--- src/rtl/instr_encoder_pkg.sv ---
// instr_encoder_pkg: format codes, FSM states and field positions shared by the encoder
package instr_encoder_pkg;
  typedef enum logic [1:0] {FMT_R, FMT_I, FMT_J, FMT_ILL} fmt_t;
  typedef enum logic [1:0] {IDLE, RUN, DONE} state_t;
  localparam int OPC_LSB = 26;
  localparam int RS_LSB = 21;
  localparam int RT_LSB = 16;
  localparam int RD_LSB = 11;
  localparam int SHAMT_LSB = 6;
endpackage

--- src/rtl/instr_encoder_if.sv ---
// instr_encoder_if: load control, field-tuple input and packed-word output handshakes
interface instr_encoder_if #(parameter int CNT_W = 10);
  logic start;
  logic [31:0] base_addr;
  logic [CNT_W-1:0] num_words;
  logic in_valid;
  logic in_ready;
  logic [1:0] fmt;
  logic [5:0] opcode;
  logic [4:0] rs;
  logic [4:0] rt;
  logic [4:0] rd;
  logic [4:0] shamt;
  logic [5:0] funct;
  logic [15:0] imm16;
  logic [25:0] imm26;
  logic out_valid;
  logic out_ready;
  logic [31:0] out_addr;
  logic [31:0] out_data;
  logic busy;
  logic done;
  logic fmt_err;
  modport master (
    output start, base_addr, num_words, in_valid, fmt, opcode, rs, rt, rd, shamt, funct, imm16, imm26, out_ready,
    input in_ready, out_valid, out_addr, out_data, busy, done, fmt_err
  );
  modport slave (
    input start, base_addr, num_words, in_valid, fmt, opcode, rs, rt, rd, shamt, funct, imm16, imm26, out_ready,
    output in_ready, out_valid, out_addr, out_data, busy, done, fmt_err
  );
endinterface

--- src/rtl/instr_field_pack.sv ---
// instr_field_pack: combinational packing of instruction fields into a 32-bit word by format
module instr_field_pack
  import instr_encoder_pkg::*;
(
  input logic [1:0] fmt,
  input logic [5:0] opcode,
  input logic [4:0] rs,
  input logic [4:0] rt,
  input logic [4:0] rd,
  input logic [4:0] shamt,
  input logic [5:0] funct,
  input logic [15:0] imm16,
  input logic [25:0] imm26,
  output logic [31:0] word
);
  logic [31:0] w_r, w_i, w_j;
  always_comb begin
    w_j = (32'(opcode) << OPC_LSB) | 32'(imm26);
    w_i = (32'(opcode) << OPC_LSB) | (32'(rs) << RS_LSB) | (32'(rt) << RT_LSB) | 32'(imm16);
    w_r = (32'(opcode) << OPC_LSB) | (32'(rs) << RS_LSB) | (32'(rt) << RT_LSB) |
          (32'(rd) << RD_LSB) | (32'(shamt) << SHAMT_LSB) | 32'(funct);
    word = fmt == FMT_R ? w_r : fmt == FMT_I ? w_i : fmt == FMT_J ? w_j : '0;
  end
endmodule

--- src/rtl/instr_encoder.sv ---
// instr_encoder: streams packed instruction words with incrementing byte addresses for a program load
module instr_encoder
  import instr_encoder_pkg::*;
#(parameter int CNT_W = 10) (
  input logic clk,
  input logic rst_n,
  instr_encoder_if.slave bus
);
  state_t state, state_nxt;
  logic [31:0] addr, word;
  logic [CNT_W-1:0] acc_left, out_left;
  logic acc, load, fire;
  instr_field_pack u_pack (
    .fmt(bus.fmt),
    .opcode(bus.opcode),
    .rs(bus.rs),
    .rt(bus.rt),
    .rd(bus.rd),
    .shamt(bus.shamt),
    .funct(bus.funct),
    .imm16(bus.imm16),
    .imm26(bus.imm26),
    .word(word)
  );
  assign bus.in_ready = state == RUN && acc_left != '0 && (!bus.out_valid || bus.out_ready);
  assign acc = bus.in_valid && bus.in_ready;
  assign load = acc && bus.fmt != FMT_ILL;
  assign fire = bus.out_valid && bus.out_ready;
  assign bus.busy = state == RUN;
  assign bus.done = state == DONE;
  always_ff @(posedge clk)
    state <= !rst_n ? IDLE : state_nxt;
  always_comb begin
    state_nxt = state;
    state_nxt = state == IDLE ? (bus.start ? (bus.num_words != '0 ? RUN : DONE) : IDLE) :
                state == RUN ? (fire && out_left == CNT_W'(1) ? DONE : RUN) : IDLE;
  end
  always_ff @(posedge clk)
    if (!rst_n) begin
      addr <= '0;
      acc_left <= '0;
      out_left <= '0;
      bus.out_valid <= 1'b0;
      bus.out_data <= '0;
      bus.out_addr <= '0;
      bus.fmt_err <= 1'b0;
    end else begin
      if (state == IDLE && bus.start) begin
        addr <= bus.base_addr;
        acc_left <= bus.num_words;
        out_left <= bus.num_words;
        bus.fmt_err <= 1'b0;
      end
      if (load) begin
        addr <= addr + 32'd4;
        acc_left <= acc_left - CNT_W'(1);
        bus.out_data <= word;
        bus.out_addr <= addr;
      end
      if (acc && !load) bus.fmt_err <= 1'b1;
      if (fire) out_left <= out_left - CNT_W'(1);
      bus.out_valid <= load || (bus.out_valid && !bus.out_ready);
    end
endmodule

--- src/flat_wrapper.sv ---
// flat-port wrapper written by rule: the top's interface ports become plain ports
module instr_encoder_flat import instr_encoder_pkg::*;
#(parameter int CNT_W = 10)
  (clk, rst_n, bus_start, bus_base_addr, bus_num_words, bus_in_valid, bus_fmt, bus_opcode, bus_rs, bus_rt, bus_rd, bus_shamt, bus_funct, bus_imm16, bus_imm26, bus_out_ready, bus_in_ready, bus_out_valid, bus_out_addr, bus_out_data, bus_busy, bus_done, bus_fmt_err);
  instr_encoder_if #(.CNT_W(CNT_W)) bus_i ();
  input logic clk;
  input logic rst_n;
  input wire logic [$bits(bus_i.start)-1:0] bus_start;
  input wire logic [$bits(bus_i.base_addr)-1:0] bus_base_addr;
  input wire logic [$bits(bus_i.num_words)-1:0] bus_num_words;
  input wire logic [$bits(bus_i.in_valid)-1:0] bus_in_valid;
  input wire logic [$bits(bus_i.fmt)-1:0] bus_fmt;
  input wire logic [$bits(bus_i.opcode)-1:0] bus_opcode;
  input wire logic [$bits(bus_i.rs)-1:0] bus_rs;
  input wire logic [$bits(bus_i.rt)-1:0] bus_rt;
  input wire logic [$bits(bus_i.rd)-1:0] bus_rd;
  input wire logic [$bits(bus_i.shamt)-1:0] bus_shamt;
  input wire logic [$bits(bus_i.funct)-1:0] bus_funct;
  input wire logic [$bits(bus_i.imm16)-1:0] bus_imm16;
  input wire logic [$bits(bus_i.imm26)-1:0] bus_imm26;
  input wire logic [$bits(bus_i.out_ready)-1:0] bus_out_ready;
  output wire logic [$bits(bus_i.in_ready)-1:0] bus_in_ready;
  output wire logic [$bits(bus_i.out_valid)-1:0] bus_out_valid;
  output wire logic [$bits(bus_i.out_addr)-1:0] bus_out_addr;
  output wire logic [$bits(bus_i.out_data)-1:0] bus_out_data;
  output wire logic [$bits(bus_i.busy)-1:0] bus_busy;
  output wire logic [$bits(bus_i.done)-1:0] bus_done;
  output wire logic [$bits(bus_i.fmt_err)-1:0] bus_fmt_err;
  assign bus_i.start = bus_start;
  assign bus_i.base_addr = bus_base_addr;
  assign bus_i.num_words = bus_num_words;
  assign bus_i.in_valid = bus_in_valid;
  assign bus_i.fmt = bus_fmt;
  assign bus_i.opcode = bus_opcode;
  assign bus_i.rs = bus_rs;
  assign bus_i.rt = bus_rt;
  assign bus_i.rd = bus_rd;
  assign bus_i.shamt = bus_shamt;
  assign bus_i.funct = bus_funct;
  assign bus_i.imm16 = bus_imm16;
  assign bus_i.imm26 = bus_imm26;
  assign bus_i.out_ready = bus_out_ready;
  assign bus_in_ready = bus_i.in_ready;
  assign bus_out_valid = bus_i.out_valid;
  assign bus_out_addr = bus_i.out_addr;
  assign bus_out_data = bus_i.out_data;
  assign bus_busy = bus_i.busy;
  assign bus_done = bus_i.done;
  assign bus_fmt_err = bus_i.fmt_err;
  instr_encoder #(.CNT_W(CNT_W)) u_core (.clk(clk), .rst_n(rst_n), .bus(bus_i));
endmodule
--- config.mk ---
export PLATFORM = sky130hd
export DESIGN_NAME = instr_encoder_flat
export DESIGN_NICKNAME = d
export VERILOG_FILES = /design/src/rtl/instr_encoder_pkg.sv /design/src/rtl/instr_encoder_if.sv /design/src/rtl/instr_field_pack.sv /design/src/rtl/instr_encoder.sv /design/src/flat_wrapper.sv
export SDC_FILE = /design/constraint.sdc
export NUM_CORES = 1
export LEC_CHECK = 0
export BUFFER_PORTS_ARGS = -buffer_cell sky130_fd_sc_hd__buf_2
export CAP_MARGIN = 20
export CORE_MARGIN = 2
export CORE_UTILIZATION = 51
export CTS_CLUSTER_DIAMETER = 100
export DETAILED_ROUTE_END_ITERATION = 10
export PLACE_DENSITY = 0.9
export SYNTH_ARGS = -nofsm -noshare
export SYNTH_HDL_FRONTEND = slang
export SYNTH_SLANG_ARGS = --single-unit
export TNS_END_PERCENT = 1
--- constraint.sdc ---
create_clock -name clk -period 2.45 [get_ports clk]
set_input_delay 0.6125 -clock clk [delete_from_list [all_inputs] [get_ports clk]]
set_output_delay 0.6125 -clock clk [all_outputs]
set_load 0.1 [all_outputs]
==> results.md, run 1 <==
- Clk_lat worst skew: 410 ps
- Number of buffers created by CTS: 17
- WHS Path Cells: 3
- Worst Setup End Kind: primary output
- IO Port Bufs: 191
- DRT antenna net count: 0
- GPL Wtd Cong: 0.953
- Crit path DAT: 1800 ps
- Max Slew Vio Count: 0
- P per Cell Area: 747 mW/mm^2
- Ant diodes: 0
- Wire length per cell: 16.0 um
- Fraction of registers with async set or reset after synthesis: 0%
- # fillers: 913
- Initial antenna violation count: 0
- Share of layout cells above drive strength 1: 29.0%
- Die X: 111 um
- Worst Reg-to-Reg Cells: 6
- Routed WL: 17.8 mm
- Mapped cell area: 0.00583 sq mm
- DR vias: 6475
- Die height: 111 um
- Clk root buf: clkbuf_16
- Final HPWL DP: 12.5 mm
- First-pass GRT wire length: 29.0 mm
- Core area: 0.0113 sq mm
- Most frequent cell after synthesis: nand2_1
- GRT Total Usage: 28.6%
- Sequential Area: 0.00240 sq mm
- Pre-CTS setup slack: -21.6 ps
- CP required: 1840 ps
- Min Hold Slack: 439 ps
- Post-synth top flop: dfxtp_1
- Outcome: finished clean
- Initial drt markers: 595
- Final nets: 1085
- Final worst slack: 40.7 ps
- Cell Area, Placed: 0.00712 sq mm
- Register bit count reported by yosys: 120
- Hold Crit Class: in2reg
- Vias per Instance: 5.81
- Mapped Nets: 888
- WS Path Type: reg2out
- Post-Synth Simple-Gate Area: 28.8%
- Maxcap violations: 0
- Clock transition at the registers of the reported paths: 60 ps
- Final instance area: 0.00777 sq mm
- Synth Area in Compound Gates: 20.5%
- XOR/XNOR share of the synthesized area: 0.301%
- Synth top area share: 41.2%
- Initial Utilization: 51.7%
- CTS tree: yes
- Largest family of logic cells by synthesized area: simple AND/OR/NAND/NOR gates
- Crit start category: flop
- Area of the multi-input gates: 0.00316 sq mm
- Post-synthesis mux area share: 2.94%
- Clock skew: 8.62 ps
- GRT overflow: 0
- Clock tree sinks: 120
- Maximum clock rate: 0.415 GHz
- Final setup vio count: 0
- Ports: 192
- Min Tclk post-route: 2410 ps
- Relative slew slack: 30.0%
- DRC viols: 0
- Synth Area per Inst: 7.66 sq um
- Unique cell type count in the Yosys netlist: 62
- Yosys warning count: 0
- Post-synth top cells: 147 x nand2_1, 120 x dfxtp_1, 67 x a21oi_1, 67 x nor2_1, 40 x nor3_1
- CP max FO: 4
- Area Growth Syn to Fin: 33.3%
- Sequential element share of the synthesized area: 41.2%
- Largest net degree at the start of global routing: 65
- Cells after synthesis: 761
- Synth area leaders: dfxtp_1 41%, nand2_1 9.5%, a21oi_1 5.8%, nor2_1 4.3%, nor3_1 3.4%
- Fin crit share: 98.3%
- Yosys top cell by area: dfxtp_1
- Clock buffer depth: 2
- Least-Margin Pin Slew: 1050 ps
- Post-synth EDFFs: 0
- Adder-cell area share of the yosys netlist: 0.859%
- Hold Violations, Final: 0
- Die area: 0.0123 sq mm
- Number of global-route vias before repair: 6043
- Max rail drop VDD: 575 uV
- Static Leak: 3.28 nW
- H-tree Lvls: 4
- Length of the first detailed-routing pass in iterations: 6
- Rows: 39
## metrics by stage
stage / std cells / util [%] / TNS (ps) / power (mW)
after floorplan: 761 / - / 0 / 2.91
after global placement: 1081 / 63.1 / 0 / 3.21
after detailed placement: 1081 / 63.1 / -50.6 / 3.23
after CTS: 1113 / 68.8 / 0 / 5.79
after global routing: 1114 / 68.9 / -22.2 / 6.01
final: 1114 / 68.9 / 0 / 5.81
## sequential cells by signal (all words and copies together), names as in the netlist
name / flops
u_core.bus.out_valid: 1
u_core.bus.out_data: 32
u_core.out_left: 10
u_core.state: 2
u_core.acc_left: 10
u_core.addr: 32
u_core.bus.out_addr: 32
u_core.bus.fmt_err: 1
## cells by family (layout without fill, tap and decap cells)
logic type / count (synthesis) / count (layout)
buf+inv: 75 / 285
xor+xnor: 2 / 2
compound gates: 185 / 185
flops: 120 / 120
fa+ha+maj: 4 / 4
mux: 17 / 17
simple gates: 358 / 358
## path summary, 6_finish.rpt
path / from / end / slack, ps
min: bus_opcode[4] / u_core.bus.out_data[30]$_SDFFE_PN0P_ / 440
max reg2reg: u_core.addr[2]$_SDFFE_PN0P_ / u_core.addr[30]$_SDFFE_PN0P_ / 210
min reg2reg: u_core.bus.out_addr[11]$_SDFFE_PN0P_ / u_core.bus.out_addr[11]$_SDFFE_PN0P_ / 450
max: u_core.acc_left[1]$_SDFFE_PN0P_ / bus_in_ready / 40
## critical path: stages, from the launching register on
cell and delay, ps:
dfxtp_1 310, inv_1 120, ha_4 180, nor4b_4 200, nand3_1 150, and3_4 230, buf_6 180
## layout by cell type, fill, tap and decap left out, types with 16 or more instances in the layout
cell type / instances
nand3_1: 26
mux2i_1: 16
a211oi_1: 19
dfxtp_1: 120
nor3_1: 40
buf_2: 190
o211ai_1: 16
inv_1: 19
a31oi_1: 22
nand2_1: 146
buf_4: 35
a21oi_1: 67
nor2_1: 66
clkbuf_16: 17
## layout make-up
cell class	instances	area share, %
Timing Repair Buffer	232	17.3
Inverter	21	1.03
Sequential cell	120	30.9
Clock inverter	11	1.90
Tap cell	143	2.30
Multi-Input combinational cell	566	40.6
Clock buffer	21	5.93
## what timing repair did
action,CTS,global route
pin swaps,0,1
resized for setup,6,2
endpoints found under the setup margin,1,1
hold buffers,0,0
buffers inserted,0,1
## routing by layer
layer	wire [um]	global-route usage [%]	share of wire [%]	up-vias
met2	8620	48.0	48	353
met3	1400	5.14	7.8	60
met4	550	12.1	3.1	0
met5	0	0	0	-
li1	-	-	-	3125
met1	7260	36.3	41	2937
## power breakdown
part           switching (mW)  internal [mW]  leakage [nW]
clock                   0.913           1.65         0.297
sequential             0.0991           2.06         0.979
combinational           0.733          0.350          2.00
No activity file was read; power rests on OpenSTA's default activity.
==> run 2, diff against run 1 <==
==> constraint.sdc (replaced) <==
create_clock -name clk -period 2.45 [get_ports clk]
set_input_delay 0.245 -clock clk [delete_from_list [all_inputs] [get_ports clk]]
set_output_delay 0.245 -clock clk [all_outputs]
set_load 0.1 [all_outputs]
==> results.md, run 2 (synthesis results as in run 1) <==
- Outcome: finished clean
- Fin Setup TNS: 0 ps
- Clock transition at the registers of the reported paths: 60 ps
- Fin cells: 1102
- DRC viols: 0
- Max Slew Vio Count: 0
- Rows: 39
- Clock tree sinks: 120
- Clock buffer depth: 2
- Clock skew: 7.94 ps
- Final Util: 67.7%
- Final worst slack: 149 ps
- Maximum clock rate: 0.435 GHz
- Final HPWL DP: 12.0 mm
- Crit path DAT: 2060 ps
- Min Hold Slack: 68.9 ps
- Clk root buf: clkbuf_16
- Least-Margin Pin Slew: 653 ps
- GPL Wtd Cong: 0.926
- Ports: 192
- Die height: 111 um
- DR vias: 6416
- GR Layer Usage met3: 7.05%
- Final setup vio count: 0
- Global route hottest layer: met2
- Area Growth Syn to Fin: 30.9%
- R2r setup slk: 210 ps
- Wire length per cell: 15.7 um
- Length of the first detailed-routing pass in iterations: 5
- Most common cell after layout, fill and taps aside: buf_2
- Power, Total: 5.88 mW
- WHS Path Cells: 3
- Relative slew slack: 56.1%
- Vias per Instance: 5.82
- Number of buffers created by CTS: 17
- Maxcap violations: 0
- Biggest regs: u_core.addr x32, u_core.bus.out_addr x32, u_core.bus.out_data x32
- Routed WL: 17.3 mm
- Worst Hold End: u_core.bus.out_data[31]$_SDFFE_PN0P_
- Initial antenna violation count: 0
- Hold Crit Class: in2reg
- Final instance area: 0.00763 sq mm
- GRT overflow: 0
- Worst r2r src: u_core.acc_left[0]$_SDFFE_PN0P_
- IO Port Bufs: 191
- Hold Violations, Final: 0
- Clk_lat worst skew: 410 ps
- GRT met2 Usage: 44.8%
- Final nets: 1073
- Pre-CTS setup slack: 169 ps
- Worst R2R End: u_core.acc_left[9]$_SDFFE_PN0P_
- Worst Reg-to-Reg Cells: 7
- Number of global-route vias before repair: 5904
- Die area: 0.0123 sq mm
- CTS tree: yes
- Share of layout cells above drive strength 1: 27.9%
- Die X: 111 um
- Most frequent cells in the layout: 191 x buf_2, 146 x nand2_1, 120 x dfxtp_1, 67 x a21oi_1, 66 x nor2_1
- Largest net degree at the start of global routing: 54
- GRT Total Usage: 27.7%
- First-pass GRT wire length: 28.2 mm
- Ant diodes: 0
- CP max FO: 4
- CP required: 2200 ps
- WS Path Type: reg2out
- Fin crit share: 93.9%
- P per Cell Area: 771 mW/mm^2
- Cell Area, Placed: 0.00697 sq mm
- Unrepaired setup endpoints after global routing: false
- Initial drt markers: 587
- Static Leak: 3.21 nW
- Max rail drop VDD: 443 uV
- Crit start category: flop
- Core area: 0.0113 sq mm
- H-tree Lvls: 4
- DRT antenna net count: 0
- Min Tclk post-route: 2300 ps
- Initial Utilization: 51.7%
- Hold wc startpoint: bus_opcode[5]
- Met1 usage: 35.2%
- Placed Cells: 1068
- Worst Setup End Kind: primary output
-- run 2: worst max-delay path: stages, from the launching register on --
cell	delay, ps
dfxtp_1	320
inv_1	60
ha_1	240
nor4b_2	180
nand3_1	90
and3_1	270
buf_2	480
-- run 2: timing repair --
item | in CTS | in global routing
resized for setup | 0 | 1
pin swaps | 1 | 0
setup endpoints to repair | 1 | 5
hold buffers | 0 | 0
buffers inserted | 1 | 0
-- run 2: worst max path at each step --
stage / end / depth (start not counted) / slack, ps / startpoint
2_1_floorplan: u_core.addr[19]$_SDFFE_PN0P_ / 6 / 140 / u_core.state[0]$_SDFF_PN0_
3_3_place_gp: u_core.addr[30]$_SDFFE_PN0P_ / 7 / 260 / bus_fmt[0]
3_5_place_dp: u_core.acc_left[2]$_SDFFE_PN0P_ / 8 / 170 / u_core.acc_left[0]$_SDFFE_PN0P_
4_1_cts: bus_in_ready / 6 / 100 / u_core.acc_left[0]$_SDFFE_PN0P_
5_1_grt: bus_in_ready / 6 / 70 / u_core.acc_left[0]$_SDFFE_PN0P_
6_report: bus_in_ready / 6 / 150 / u_core.acc_left[0]$_SDFFE_PN0P_
-- run 2: area by class of cell --
cell class	count	area, sq um
flip-flops and latches	120	2400
clock buffers	19	443
repair buffers	220	1200
multi-input cells	566	3130
fillers	940	3650
clock inverters	13	194
inverters	21	80.1
well taps	143	179
-- run 2: metal layers --
| metal | vias up | routed length, um |
|---|---|---|
| met4 | 0 | 488 |
| li1 | 3104 | - |
| met1 | 2987 | 7310 |
| met2 | 281 | 8310 |
| met5 | - | 0 |
| met3 | 44 | 1240 |
-- run 2: power by group --
group	internal, mW	leakage [nW]	total (mW)	switching [mW]
clock	1.74	0.308	2.70	0.956
combinational	0.315	1.92	1.03	0.715
sequential	2.06	0.979	2.15	0.0949
total	4.11	3.21	5.88	1.77
